### src/rtl/pattern_counter_pkg.sv
// Shared constants for the serial pattern counter.
// Mode encodings and window-state encodings.
package pattern_counter_pkg;

  localparam logic MODE_OVERLAP    = 1'b0;
  localparam logic MODE_NONOVERLAP = 1'b1;

  localparam logic WIN_FILLING = 1'b0;
  localparam logic WIN_ARMED   = 1'b1;

endpackage

### src/rtl/pattern_window.sv
// Serial window shift register, fill tracker and pattern compare.
// Ports: clk, rst_n, x, valid, flush, nonovl, pat -> hit.
module pattern_window
  import pattern_counter_pkg::*;
#(
  parameter int PAT_W = 4
) (
  input  logic             clk,
  input  logic             rst_n,
  input  logic             x,
  input  logic             valid,
  input  logic             flush,
  input  logic             nonovl,
  input  logic [PAT_W-1:0] pat,
  output logic             hit
);

  localparam int FW = $clog2(PAT_W + 1);
  localparam logic [FW-1:0] FULL = FW'(PAT_W);

  logic [PAT_W-1:0] win;
  logic [PAT_W-1:0] win_nx;
  logic [FW-1:0]    fill;
  logic [FW-1:0]    fill_nx;
  logic             wst;

  always_comb begin
    wst     = (fill == FULL) ? WIN_ARMED : WIN_FILLING;
    win_nx  = {win[PAT_W-2:0], x};
    fill_nx = (wst == WIN_ARMED) ? FULL : fill + FW'(1);
    // a flushed bit is discarded, so it can never hit
    hit     = valid & ~flush
            & (fill_nx == FULL)
            & (win_nx == pat);
  end

  always_ff @(posedge clk or negedge rst_n) begin
    if (!rst_n) begin
      win  <= '0;
      fill <= '0;
    end else if (flush) begin
      win  <= '0;
      fill <= '0;
    end else if (valid) begin
      win  <= win_nx;
      // non-overlap restarts the fill so a full fresh pattern is needed
      fill <= (hit && nonovl) ? '0 : fill_nx;
    end
  end

endmodule

### src/rtl/pattern_counter_param.sv
// Programmable serial pattern counter with saturation and overflow.
// Ports: clk, rst_n, X, x_valid, clear, cfg_* -> match, Y, overflow.
module pattern_counter_param
  import pattern_counter_pkg::*;
#(
  parameter int PAT_W = 4,
  parameter int CNT_W = 4
) (
  input  logic             clk,
  input  logic             rst_n,
  input  logic             X,
  input  logic             x_valid,
  input  logic             clear,
  input  logic             cfg_load,
  input  logic [PAT_W-1:0] cfg_pat,
  input  logic             cfg_type,
  output logic             match,
  output logic [CNT_W-1:0] Y,
  output logic             overflow
);

  localparam logic [CNT_W-1:0] YMAX = '1;

  logic [PAT_W-1:0] pat_q;
  logic             type_q;
  logic             flush;
  logic             hit;

  assign flush = clear | cfg_load;

  pattern_window #(
    .PAT_W (PAT_W)
  ) u_win (
    .clk    (clk),
    .rst_n  (rst_n),
    .x      (X),
    .valid  (x_valid),
    .flush  (flush),
    .nonovl (type_q == MODE_NONOVERLAP),
    .pat    (pat_q),
    .hit    (hit)
  );

  always_ff @(posedge clk or negedge rst_n) begin
    if (!rst_n) begin
      pat_q  <= '0;
      type_q <= MODE_OVERLAP;
    end else if (cfg_load) begin
      pat_q  <= cfg_pat;
      type_q <= cfg_type;
    end
  end

  always_ff @(posedge clk or negedge rst_n) begin
    if (!rst_n) begin
      match    <= 1'b0;
      Y        <= '0;
      overflow <= 1'b0;
    end else if (flush) begin
      match    <= 1'b0;
      Y        <= '0;
      overflow <= 1'b0;
    end else begin
      match <= hit;
      if (hit) begin
        // saturate; a match at max is only recorded as overflow
        if (Y == YMAX) overflow <= 1'b1;
        else           Y        <= Y + CNT_W'(1);
      end
    end
  end

endmodule
### config.mk
export PLATFORM = sky130hd
export DESIGN_NAME = pattern_counter_param
export DESIGN_NICKNAME = d
export VERILOG_FILES = /design/src/rtl/pattern_counter_pkg.sv /design/src/rtl/pattern_window.sv /design/src/rtl/pattern_counter_param.sv
export SDC_FILE = /design/constraint.sdc
export NUM_CORES = 1
export LEC_CHECK = 0
export ABC_AREA = 1
export BUFFER_PORTS_ARGS = -buffer_cell sky130_fd_sc_hd__buf_2
export CAP_MARGIN = 25
export CORE_MARGIN = 2
export CORE_UTILIZATION = 46
export CTS_CLUSTER_DIAMETER = 40
export DETAILED_ROUTE_END_ITERATION = 16
export GPL_TIMING_DRIVEN = 0
export PLACE_DENSITY = 0.75
export SLEW_MARGIN = 20
export SYNTH_ARGS = -nofsm -noshare
export SYNTH_HDL_FRONTEND = slang
export SYNTH_SLANG_ARGS = --single-unit
### constraint.sdc
create_clock -name clk -period 2.15 [get_ports clk]
set_clock_uncertainty 0.15 [all_clocks]
set_input_delay 0.1075 -clock clk [delete_from_list [all_inputs] [get_ports clk]]
set_output_delay 0.1075 -clock clk [all_outputs]
set_load 0.05 [all_outputs]
==> flow_summary_export.csv <==
group,metric,value,unit
critical_path,path_cells,"dlygate4sd3_1 -> buf_2 -> nand2_1 -> dlygate4sd3_1 -> o21ai_0 -> dlygate4sd3_1",
clock_tree,cts_setup_buffers,0,
grt,antenna_found_initial,0,
yosys,ys_seq_area_share,42.71,%
critical_path,timing.rr.end,"Y[2]$_DFFE_PN0P_",
critical_path,end_kind,"register",
hold_path,min_path_type,"primary input to register",
floorplan,core,2002,µm²
critical_path,worstSetupPathType,"primary input to register",
sta,tightest_slew,0.3600,ns
yosys,synth_fp_nets,145,
floorplan,io-pin-count,17,
clock_tree,clock_latency,0.29,ns
clock_tree,h-tree-depth,1,
sta,slew_headroom,76.00,%
drt,wire_per_inst,10.16,µm
sta,finalCritPeriodShare,89.44,%
drt,drc,0,
power_and_ir_drop,p_leak,0.6992,nW
power_and_ir_drop,seq_power_share,53.3,%
hold_path,hold_end,"u_win.fill[1]$_DFFE_PN0P_",
clock_tree,cts_sinks,17,
yosys,syn_inst,131,
cells_and_area,diodes,0,
status,status,"finished, final reports clean",
power_and_ir_drop,intPower,0.4640,mW
power_and_ir_drop,clkPwrFrac,26.7,%
critical_path,crit_cells,6,
floorplan,die_h,50.53,µm
sta,drv_slew,0,
sta,fin_crit,1.923,ns
cells_and_area,fillers,200,
critical_path,rr_worst_depth,11,
power_and_ir_drop,switching_share,27.90,%
cells_and_area,final_common_cell,"nand2_1",
sta,setup_viol,0,
cells_and_area,multiInputGateArea,469.2,µm²
yosys,avgSynthCellArea,7.603,µm²
clock_tree,cts_buffers,3,
drt,vias_per_cell,4.691,
floorplan,die_w,50.53,µm
placed_design,port_buffers,15,
critical_path,reg2reg_slack,0.46,ns
placed_design,post_dp_cell_area,1105,µm²
yosys,synth_area,996.0,µm²
critical_path,cp.required,2.18,ns
clock_tree,root_buffer,"clkbuf_4",
placed_design,place.gp.congestion,0.8697,
job,cap_violations,0,
power_and_ir_drop,p_switching,0.1796,mW
yosys,yosys_warnings,0,
power_and_ir_drop,vdd_ir_drop_max,0.3838,mV
hold_path,hold_start,"clear",
sta,hold_viol_final,0,
grt,grt_pass1_vias,851,
clock_tree,cts_tree,"done",
floorplan,rows,16,
clock_tree,ctsHoldBuffers,17,
yosys,ys_ff_latch,17,
grt,grt.overflow.total,0,
yosys,synth.largest_area_cell,"dfrtp_1",
cells_and_area,final_cell_mix,"41 x nand2_1, 23 x inv_1, 17 x dfrtp_1, 17 x dlygate4sd3_1, 15 x buf_2",
yosys,synth_cell_type_count,23,
power_and_ir_drop,p_per_area,494.6,nW/µm²
sta,clock.fmax,0.5201,GHz
critical_path,crit_buf_inv,4,
clock_tree,ctsLongestPathBuffers,2,
floorplan,start_util,49.75,%
sta,tns,0,ns
placed_design,hpwl,1.455,mm
drt,wirelength,1.971,mm
critical_path,crit_slowest_cell,"dlygate4sd3_1",
power_and_ir_drop,power.total,0.6436,mW
drt,via_count,910,
cells_and_area,seq_area,425.4,µm²
clock_tree,clkTransAtPathRegs,0.09,ns
drt,drt_iter0_markers,16,
critical_path,path_delay_family,"buffers and inverters",
grt,grt_start_max_net_pins,18,
clock_tree,cts.repair.resized,0,
grt,grt.total_usage,17.89,%
sta,rsz0062_at_grt,"false",
drt,ant_nets,0,
critical_path,crit_top_cell,"dlygate4sd3_1",
cells_and_area,fin_area,1301,µm²
critical_path,cp-start-kind,"primary input",
grt,grt_pass1_wl,3.450,mm
yosys,synthTopCellsByArea,"dfrtp_1 43%, nand2_1 15%, inv_1 8.7%",
floorplan,die_area,2553,µm²
critical_path,critPathMaxFanout,1,
hold_path,whs_path_depth,4,
yosys,yosysTopAreaCellShare,42.71,%
critical_path,cp.arrival,1.96,ns
cells_and_area,fin_nets,182,
cells_and_area,drive_above_1_share,18.56,%
power_and_ir_drop,combPwrFrac,20.0,%
critical_path,r2r_start,"u_win.fill[0]$_DFFE_PN0P_",
drt,drtPass1Iterations,4,
critical_path,max_stage_delay,0.56,ns
cells_and_area,area_delta_synth_final,30.65,%
-- worst max path at each step --
stage | start | to | slack, ns
6_report | cfg_pat[2] | pat_q[2]$_DFFE_PN0P_ | 0.23
5_1_grt | cfg_pat[2] | pat_q[2]$_DFFE_PN0P_ | 0.18
3_5_place_dp | u_win.fill[0]$_DFFE_PN0P_ | Y[0]$_DFFE_PN0P_ | 0.49
3_3_place_gp | u_win.fill[0]$_DFFE_PN0P_ | Y[0]$_DFFE_PN0P_ | 0.50
4_1_cts | cfg_pat[0] | pat_q[0]$_DFFE_PN0P_ | 0.25
2_1_floorplan | Y[0]$_DFFE_PN0P_ | Y[0]$_DFFE_PN0P_ | 0.45
-- power by group through the flow --
stage / clock, mW / combinational (mW) / sequential [mW]
after floorplan: 0 / 0.0607 / 0.356
after global placement: 0 / 0.0972 / 0.348
after detailed placement: 0 / 0.100 / 0.349
after CTS: 0.179 / 0.129 / 0.343
after global routing: 0.199 / 0.145 / 0.345
final: 0.172 / 0.129 / 0.343
-- worst reg2reg max path: stages (launching register included) --
cell     delay [ns]
dfrtp_1        0.39
inv_1          0.13
ha_1           0.18
nand2_2        0.08
a21oi_1        0.13
nand2_1        0.06
nor2_1         0.09
nand2_1        0.07
nand2_2        0.11
nand2_2        0.09
nand2_1        0.07
nand2_1        0.04
-- final cells by class --
| class | count | area share (%) |
|---|---|---|
| clock buffer | 4 | 2.019 |
| tap | 27 | 2.596 |
| sequential | 17 | 32.69 |
| inverter | 24 | 6.923 |
| buffer | 1 | 0.8654 |
| multi-input combinational | 89 | 36.06 |
| timing repair buffer | 32 | 18.85 |
-- flip-flops by register name (all words and copies together), names as in the netlist --
name and count:
Y 4, match 1, overflow 1, pat_q 4
type_q 1, u_win.fill 3, u_win.win 3
-- cells in the mapped netlist (all sizes together) --
library cell   n
a21oi          3
buf            1
dfrtp         17
ha             3
inv           24
mux2           1
nand2         46
nand3         11
nand4          1
nor2          11
nor3           1
nor4           1
o21ai          4
o22ai          5
xnor2          1
xor2           1
-- logic make-up after synthesis --
kind of cell    Yosys count  share of synthesized area [%]
compound gates           12                          7.035
xor+xnor                  2                          1.759
fa+ha+maj                 3                          3.769
buf+inv                  25                          10.18
flops                    17                          42.71
mux                       1                          1.131
simple gates             71                          33.42
-- through the flow --
stage / setup WS (ns) / std cells / util [%] / hold slack [ns]
final: 0.2271 / 194 / 65.00 / 0.05052
after global routing: 0.1761 / 194 / 65.00 / 0.04683
after CTS: 0.2496 / 194 / 65.00 / 0.04325
after detailed placement: 0.4900 / 173 / 55.19 / -0.1073
after global placement: 0.4982 / 173 / 55.19 / -0.1078
after floorplan: 0.4528 / 131 / - / -0.3381
-- routing by layer --
metal	track usage (%)	wire [µm]
met1	24.23	948
met2	28.29	911
met3	2.679	80
met4	8.108	31
met5	0	0
Note: power is estimated with default switching activity, not from simulation.
